## config.mk

```make
export PLATFORM = sky130hd
export DESIGN_NAME = ccff_bitstream_loader
export DESIGN_NICKNAME = d
export VERILOG_FILES = /design/src/rtl/ccff_bitstream_loader.sv
export SDC_FILE = /design/constraint.sdc
export NUM_CORES = 1
export LEC_CHECK = 0
export ABC_AREA = 1
export BUFFER_PORTS_ARGS = -buffer_cell sky130_fd_sc_hd__buf_2
export CAP_MARGIN = 30
export CELL_PAD_IN_SITES_DETAIL_PLACEMENT = 0
export CELL_PAD_IN_SITES_GLOBAL_PLACEMENT = 2
export CORE_MARGIN = 4
export CORE_UTILIZATION = 30
export DETAILED_ROUTE_END_ITERATION = 8
export PLACE_DENSITY_LB_ADDON = 0.1
export SLEW_MARGIN = 10
export SYNTH_ARGS = -nofsm -noshare
export SYNTH_HDL_FRONTEND = slang
export SYNTH_SLANG_ARGS = --single-unit
```

## constraint.sdc

```tcl
create_clock -name prog_clk -period 2.9 [get_ports prog_clk]
set_input_delay 0.29 -clock prog_clk [delete_from_list [all_inputs] [get_ports prog_clk]]
set_output_delay 0.29 -clock prog_clk [all_outputs]
set_load 0.01 [all_outputs]
```

## src/rtl/ccff_bitstream_loader.sv

```systemverilog
// Configuration-chain loader: serialises DATA_W-bit words MSB-first into ccff_head,
// exactly CHAIN_LEN enabled shifts per session, folding ccff_tail into a parity bit.
module ccff_bitstream_loader #(
   parameter int CHAIN_LEN = 1024,
   parameter int DATA_W    = 8,
   parameter int CNT_W     = $clog2(CHAIN_LEN + 1)
) (
   input  logic              prog_clk,
   input  logic              pReset_n,
   input  logic              start,
   input  logic              abort,
   input  logic [DATA_W-1:0] s_data,
   input  logic              s_valid,
   output logic              s_ready,
   output logic              ccff_head,
   output logic              config_enable,
   input  logic              ccff_tail,
   output logic              busy,
   output logic              done,
   output logic [CNT_W-1:0]  bit_count,
   output logic              tail_parity
);

   localparam int SC_W = $clog2(DATA_W + 1);
   localparam logic [31:0] LEN32 = CHAIN_LEN;

   typedef enum logic [1:0] {IDLE, SHIFT, DONE} state_t;

   state_t            state;
   state_t            state_nxt;
   logic [DATA_W-1:0] sh_data;
   logic [SC_W-1:0]   sh_cnt;
   logic [DATA_W-1:0] hold_data;
   logic              hold_full;
   logic [31:0]       queued;
   logic              accept;
   logic              issue;
   logic              issue_bit;
   logic              last_bit;
   logic              at_end;
   logic              begin_session;

   always_ff @(posedge prog_clk) begin
      if (!pReset_n) state <= IDLE;
      else           state <= state_nxt;
   end

   // DONE is entered one cycle after the final bit becomes visible, so busy
   // stays high while that last bit is on ccff_head.
   always_comb begin
      state_nxt     = state;
      queued        = 32'(bit_count) + 32'(sh_cnt) + (hold_full ? 32'(DATA_W) : 32'd0);
      at_end        = (32'(bit_count) == LEN32);
      s_ready       = (state == SHIFT) && !hold_full && (queued < LEN32);
      accept        = s_valid && s_ready;
      issue         = (state == SHIFT) && !abort && !at_end && ((sh_cnt != '0) || accept);
      issue_bit     = (sh_cnt != '0) ? sh_data[DATA_W-1] : s_data[DATA_W-1];
      last_bit      = issue && (32'(bit_count) + 32'd1 == LEN32);
      begin_session = start && !abort && ((state == IDLE) || (state == DONE));
      busy          = (state == SHIFT);
      done          = (state == DONE);
      if (abort) begin
         state_nxt = IDLE;
      end else begin
         case (state)
            IDLE, DONE: if (start)  state_nxt = SHIFT;
            SHIFT:      if (at_end) state_nxt = DONE;
            default:                state_nxt = IDLE;
         endcase
      end
   end

   always_ff @(posedge prog_clk) begin
      if (!pReset_n) begin
         ccff_head     <= 1'b0;
         config_enable <= 1'b0;
         bit_count     <= '0;
         tail_parity   <= 1'b0;
         sh_data       <= '0;
         sh_cnt        <= '0;
         hold_data     <= '0;
         hold_full     <= 1'b0;
      end else begin
         config_enable <= issue;
         ccff_head     <= issue & issue_bit;

         if (begin_session) begin
            bit_count   <= '0;
            tail_parity <= 1'b0;
         end else begin
            if (issue)         bit_count   <= bit_count + CNT_W'(1);
            if (config_enable) tail_parity <= tail_parity ^ ccff_tail;
         end

         // An empty shifter lets an accepted word issue its MSB on the accept
         // edge; the rest of the word is kept in the shifter.
         if (begin_session || abort || last_bit) begin
            sh_data   <= '0;
            sh_cnt    <= '0;
            hold_data <= '0;
            hold_full <= 1'b0;
         end else if (issue) begin
            if (sh_cnt == '0) begin
               sh_data <= {s_data[DATA_W-2:0], 1'b0};
               sh_cnt  <= SC_W'(DATA_W - 1);
            end else if (sh_cnt == SC_W'(1)) begin
               if (hold_full) begin
                  sh_data   <= hold_data;
                  sh_cnt    <= SC_W'(DATA_W);
                  hold_full <= 1'b0;
               end else if (accept) begin
                  sh_data <= s_data;
                  sh_cnt  <= SC_W'(DATA_W);
               end else begin
                  sh_cnt <= '0;
               end
            end else begin
               sh_data <= {sh_data[DATA_W-2:0], 1'b0};
               sh_cnt  <= sh_cnt - SC_W'(1);
               if (accept) begin
                  hold_data <= s_data;
                  hold_full <= 1'b1;
               end
            end
         end
      end
   end

endmodule

```

==> flow_summary.json, run 1 <==
{
  "netlist_instances": 358,
  "fp.dieArea_um2": 9540,
  "rr_endpoint": "sh_data[3]",
  "worstReg2RegStart": "sh_cnt[3]",
  "drt_iter0_drc": 61,
  "slew_at_the_pin_closest_to_its_max_slew_limit_ns": 0.500,
  "powerDensity_nw_per_um2": 337,
  "finalWorstSetupSlack_ns": 0.313,
  "root_buffer": "sky130_fd_sc_hd__clkbuf_8",
  "ys_seq_area_frac": 0.307,
  "syn-mean-instance-area_um2": 6.74,
  "post_synth_num_cell_types": 33,
  "chipWidth_um": 97.7,
  "cts_max_level": 2,
  "number_of_buffers_inserted_for_hold_repair_after_clock_tree_synthesis": 0,
  "leakagePower_nw": 1.15,
  "initial_utilization": 0.311,
  "class_of_the_most_critical_hold_timing_path": "input pin to flip-flop",
  "detailed_placement_hpwl_mm": 4.80,
  "ys_ff_latch": 37,
  "route.detailed.vias_per_inst": 4.58,
  "fillCellCount": 898,
  "area_growth_pct": 14.7,
  "gp_routability_congestion": 0.744,
  "synth.net_count": 384,
  "r2r.worst_path.cells": 14,
  "global_route_wire_length_before_repair_mm": 11.2,
  "global_route.overflow_total": 0,
  "cp_endpoint_kind": "flip-flop",
  "syn-cell-area_um2": 2410,
  "critical_path_class": "flip-flop to flip-flop",
  "slew-limit-headroom": 0.667,
  "numCtsBuffers": 5,
  "grt_pass1_vias": 2110,
  "vias_after_detailed_routing": 2265,
  "core_um2": 7770,
  "wire_per_inst_um": 13.2,
  "layout.nets": 418,
  "final.min_clock_period_ns": 2.59,
  "drt_pass1_iterations": 5,
  "largest_net_degree_at_the_start_of_global_routing": 22,
  "reg2reg_setup_slack_ns": 0.31,
  "drc_errors_left": 0,
  "wirelength_mm": 6.56,
  "cp_max_fo": 10,
  "top_level_ports": 31,
  "timing.clock.skew_ns": 0.00222,
  "fmaxAchievable_ghz": 0.387,
  "critical_path_arrival_ns": 2.76,
  "tritoncts_clock_tree": "yes",
  "cap_violations": 0,
  "min_delay_path_depth": 3,
  "report.final.slew_viol_count": 0,
  "global_route.usage.total": 0.144,
  "dpl_worst_slack_ns": 0.269,
  "num_clock_sinks": 37,
  "die_height_um": 97.7,
  "synthesis.yosys.warnings": 0,
  "vdd_ir_drop_max_mv": 0.170,
  "timing.final.setup_violations": 0,
  "totalNegativeSetupSlack_ns": 0,
  "place.port_buffers": 30,
  "hold_viol_final": 0,
  "std_cell_rows": 32,
  "drtAntennaViolNets": 0,
  "run_status": "complete, no violations",
  "critPathLaunchType": "flip-flop",
  "number_of_antenna_violations_at_the_first_check_in_global_routing": 0,
  "min-delay-start": "s_data[2]",
  "cp.required_ns": 3.07,
  "grt_setup_unrepaired": "no",
  "worstHoldEndpoint": "hold_data[2]",
  "min_period_over_period": 0.892,
  "clk_pin_slew_ns": 0.08,
  "proportion_of_layout_cells_with_a_drive_suffix_above_1": 0.221,
  "num_antenna_cells": 0,
  "clk_latency_ns": 0.29,
  "clock_path_buffers": 2
}
==> routing by layer <==
layer	share of wire	wire length, um	track usage
met1	0.54	3570	0.220
met2	0.41	2680	0.201
met3	0.038	247	0.0280
met4	0.010	66	0.0394
met5	0	0	0
==> state kept, by name, summed over array words and instances (netlist names) <==
register / count
bit_count: 11
hold_data: 8
sh_data: 8
sh_cnt: 4
state: 2
ccff_head: 1
config_enable: 1
hold_full: 1
tail_parity: 1
==> final cells by class <==
type	count	area (um2)	share of cell area
Inverter	40	150	0.0542
Sequential cell	37	741	0.268
Timing Repair Buffer	37	215	0.0778
Multi-Input combinational cell	271	1450	0.524
Clock buffer	6	72.6	0.0262
Clock inverter	2	10.0	0.00362
Tap cell	102	128	0.0461
==> cells in the final DEF (no fill, tap or decap), types with 2 or more instances in the layout <==
| cell type | count |
|---|---|
| sky130_fd_sc_hd__a21oi_1 | 13 |
| sky130_fd_sc_hd__nor2_1 | 50 |
| sky130_fd_sc_hd__nand2_2 | 7 |
| sky130_fd_sc_hd__nand3_2 | 2 |
| sky130_fd_sc_hd__buf_4 | 6 |
| sky130_fd_sc_hd__o21ai_1 | 3 |
| sky130_fd_sc_hd__dfxtp_1 | 37 |
| sky130_fd_sc_hd__o21ai_0 | 22 |
| sky130_fd_sc_hd__xnor2_1 | 2 |
| sky130_fd_sc_hd__nor2_2 | 7 |
| sky130_fd_sc_hd__clkbuf_8 | 5 |
| sky130_fd_sc_hd__o211ai_1 | 5 |
| sky130_fd_sc_hd__nor3_1 | 3 |
| sky130_fd_sc_hd__ha_1 | 11 |
| sky130_fd_sc_hd__inv_1 | 38 |
| sky130_fd_sc_hd__inv_2 | 2 |
| sky130_fd_sc_hd__nand4_1 | 2 |
| sky130_fd_sc_hd__nand3_1 | 22 |
| sky130_fd_sc_hd__nand2_1 | 92 |
| sky130_fd_sc_hd__nor2_4 | 5 |
| sky130_fd_sc_hd__clkinv_2 | 2 |
| sky130_fd_sc_hd__a21oi_2 | 14 |
| sky130_fd_sc_hd__nand2_4 | 3 |
| sky130_fd_sc_hd__buf_2 | 30 |
==> critical path, stage by stage (launching register included) <==
cell and delay [ns]:
sky130_fd_sc_hd__dfxtp_1 0.38, sky130_fd_sc_hd__inv_1 0.10, sky130_fd_sc_hd__fa_1 0.50, sky130_fd_sc_hd__inv_1 0.04
sky130_fd_sc_hd__ha_1 0.29, sky130_fd_sc_hd__nand2_1 0.06, sky130_fd_sc_hd__nand2_1 0.04, sky130_fd_sc_hd__nand2_1 0.05
sky130_fd_sc_hd__nand3_1 0.09, sky130_fd_sc_hd__nand2_1 0.10, sky130_fd_sc_hd__nand3_2 0.20, sky130_fd_sc_hd__o21ai_2 0.29
sky130_fd_sc_hd__nand2_4 0.16, sky130_fd_sc_hd__nand2_1 0.12, sky130_fd_sc_hd__a21oi_2 0.05
==> cells by family (layout without fill, tap and decap cells) <==
| family | count (synthesis) | after routing | synth area share |
|---|---|---|---|
| and+or+nand+nor | 196 | 196 | 0.368 |
| AOI/OAI and AO/OA | 60 | 60 | 0.156 |
| adders and majority gates | 12 | 12 | 0.0653 |
| xor gates and xnor gates | 3 | 3 | 0.0109 |
| buffers and inverters | 50 | 85 | 0.0938 |
| DFF | 37 | 37 | 0.307 |
==> how the worst max path moves through the flow <==
stage | cells past startpoint | slack (ns) | end | start
global route | 15 | 0.02 | sh_data[7] | sh_cnt[3]
detailed placement | 14 | 0.27 | bit_count[5] | sh_cnt[3]
global placement | 14 | 0.31 | bit_count[6] | sh_cnt[3]
CTS | 14 | 0.24 | bit_count[5] | sh_cnt[3]
finish | 14 | 0.31 | sh_data[3] | sh_cnt[3]
floorplan | 15 | 0.38 | hold_data[7] | bit_count[3]
==> repair_timing <==
item | 4_1_cts | 5_1_grt
resized for setup | 0 | 1
setup buffers | 0 | 2
endpoints found under the setup margin | 0 | 13
endpoints found under the hold margin | 0 | 0
==> through the flow <==
stage	cells	power (W)	area (um2)	hold WS, ns	utilization
after global placement	485	0.000586	2650	0.456	0.341
final	495	0.000933	2770	0.254	0.356
after detailed placement	485	0.000585	2650	0.459	0.341
after global routing	495	0.000977	2770	0.270	0.356
after CTS	493	0.000951	2740	0.242	0.352
after floorplan	358	0.000563	2410	0.426	-
==> cell usage after synthesis, drive strengths merged <==
master / number / share of area
dfxtp: 37 / 0.31
fa: 1 / 0.0083
inv: 40 / 0.062
clkbuf: 1 / 0.0016
or2: 1 / 0.0026
a21boi: 1 / 0.0031
nor2: 62 / 0.12
o211ai: 5 / 0.016
nand4: 2 / 0.0052
buf: 9 / 0.030
nand3: 24 / 0.054
xnor2: 2 / 0.0073
xor2: 1 / 0.0036
a21oi: 27 / 0.078
nand2: 102 / 0.17
nor3: 4 / 0.010
o221ai: 1 / 0.0036
o21ai: 26 / 0.055
nand3b: 1 / 0.0031
ha: 11 / 0.057
==> report_power, final <==
part / switching [W] / internal [W]
Combinational: 0.0000418 / 0.0000212
Clock: 0.000193 / 0.000167
Sequential: 0.00000153 / 0.000509
Total: 0.000237 / 0.000697
No activity file was read; power rests on OpenSTA's default activity.
==> run 2: changes to the inputs <==
- BUFFER_PORTS_ARGS: -buffer_cell sky130_fd_sc_hd__buf_2 -> -buffer_cell sky130_fd_sc_hd__clkbuf_2
- CTS_CLUSTER_SIZE: unset -> 12
==> flow_summary.json, run 2 (same netlist as run 1, synthesis figures left out) <==
{
  "numCtsBuffers": 5,
  "powerDensity_nw_per_um2": 399,
  "layout.core_utilization": 0.359,
  "totalNegativeSetupSlack_ns": 0,
  "global_route.usage.total": 0.141,
  "initial_utilization": 0.311,
  "clk_latency_ns": 0.29,
  "class_of_the_most_critical_hold_timing_path": "input pin to flip-flop",
  "vdd_ir_drop_max_mv": 0.241,
  "drtAntennaViolNets": 0,
  "clk_pin_slew_ns": 0.08,
  "global_route_wire_length_before_repair_mm": 11.0,
  "detailed_placement_hpwl_mm": 4.73,
  "layout.nets": 416,
  "drc_errors_left": 0,
  "gp_routability_congestion": 0.742,
  "fillCellCount": 888,
  "slew_at_the_pin_closest_to_its_max_slew_limit_ns": 0.460,
  "report.final.slew_viol_count": 0,
  "cpMaxStageDelayCell": "sky130_fd_sc_hd__fa_1",
  "tritoncts_clock_tree": "yes",
  "final.min_clock_period_ns": 2.64,
  "critical_path_class": "flip-flop to flip-flop",
  "slowest_delay_ns": 0.50,
  "cp.required_ns": 3.08,
  "mostFrequentLayoutCells": "sky130_fd_sc_hd__nand2_1 (92), sky130_fd_sc_hd__nor2_1 (50), sky130_fd_sc_hd__inv_1 (38)",
  "vias_after_detailed_routing": 2254,
  "std_cell_rows": 32,
  "drt_iter0_drc": 92,
  "cts_max_level": 2,
  "area_growth_pct": 15.4,
  "cts_post_setup_buffers_inserted": 0,
  "worst_path_most_repeated_cell": "sky130_fd_sc_hd__nand2_1",
  "place.port_buffers": 30,
  "drt_pass1_iterations": 4,
  "fmaxAchievable_ghz": 0.379,
  "critical_path_arrival_ns": 2.83,
  "cap_violations": 0,
  "number_of_buffers_inserted_for_hold_repair_after_clock_tree_synthesis": 0,
  "num_clock_sinks": 37,
  "root_buffer": "sky130_fd_sc_hd__clkbuf_8",
  "core_um2": 7770,
  "chipWidth_um": 97.7,
  "wire_per_inst_um": 12.9,
  "timing.clock.skew_ns": 0.00753,
  "grt_pass1_vias": 2087,
  "critical_path.cell_chain": "inv_1, fa_1, inv_1, ha_1, nand2_1, nand2_1, nand2_1, nand3_1, nand2_1, nand3_2, nand2_2, nand2_2, o21ai_0, nor2_1",
  "run_status": "complete, no violations",
  "clock_path_buffers": 2,
  "fp.dieArea_um2": 9540,
  "final_common_cell": "sky130_fd_sc_hd__nand2_1",
  "proportion_of_layout_cells_with_a_drive_suffix_above_1": 0.220,
  "global_route.overflow_total": 0,
  "crit_family": "simple AND/OR/NAND/NOR gates",
  "design_power_total_w": 0.00111,
  "die_height_um": 97.7,
  "grt_setup_unrepaired": "no",
  "registers.top_by_ff_count": "bit_count",
  "num_antenna_cells": 0,
  "min_period_over_period": 0.911,
  "top_regs": "bit_count x11, hold_data x8, sh_data x8",
  "hold_viol_final": 0,
  "wirelength_mm": 6.37,
  "leakagePower_nw": 1.13,
  "largest_register_ff_count": 11,
  "route.detailed.vias_per_inst": 4.57,
  "number_of_antenna_violations_at_the_first_check_in_global_routing": 0,
  "largest_net_degree_at_the_start_of_global_routing": 22,
  "postCtsResizedCells": 0,
  "top_level_ports": 31,
  "cp_endpoint_kind": "flip-flop",
  "critPathLaunchType": "flip-flop",
  "slew-limit-headroom": 0.693,
  "cp_num_buf_inv": 2,
  "timing.final.setup_violations": 0,
  "cp_max_fo": 16
}
==> run 2: layout make-up <==
cell class	count	area, um2	share of cell area
multi-input combinational	271	1450	0.519
clock buffer	5	68.8	0.0247
timing repair buffer	35	188	0.0674
sequential	37	741	0.266
tap	102	128	0.0458
clock inverter	3	65.1	0.0233
inverter	40	150	0.0539
==> run 2: metal layers <==
metal	part of all wire	up-vias	GRT usage
met5	0	-	0
met3	0.049	6	0.0316
met1	0.52	1004	0.209
li1	-	1205	-
met4	0.011	0	0.0341
met2	0.42	39	0.206
==> run 2: worst register-to-register path, delay by kind of cell (launching register included) <==
family	cells	cell delay, ns
and+or+nand+nor	9	0.98
AOI/OAI and AO/OA	1	0.26
adders and majority gates	2	0.79
DFF	1	0.36
buffers and inverters	2	0.13
==> run 2: power by group <==
group          switching (W)  total [W]  internal (W)
Sequential        0.00000151   0.000510      0.000509
Combinational      0.0000407  0.0000618     0.0000211
Clock               0.000198   0.000540      0.000342
Total               0.000241    0.00111      0.000872
==> run 2: through the flow <==
step | instances | instance area, um2 | hold WS (ns) | setup slack [ns]
after detailed placement | 485 | 2650 | 0.464 | 0.238
after global placement | 485 | 2650 | 0.458 | 0.317
after floorplan | 358 | 2410 | 0.426 | 0.382
after CTS | 493 | 2790 | 0.231 | 0.216
after global routing | 493 | 2790 | 0.248 | 0.0263
final | 493 | 2790 | 0.244 | 0.258
==> run 2: final timing paths <==
check / start / to / cells after the start / slack [ns]
hold / removal: s_data[2] / hold_data[2] / 3 / 0.24
setup reg to reg: sh_cnt[3] / bit_count[5] / 14 / 0.26
setup / recovery: sh_cnt[3] / bit_count[5] / 14 / 0.26
hold reg to reg: sh_data[0] / sh_data[0] / 2 / 0.47
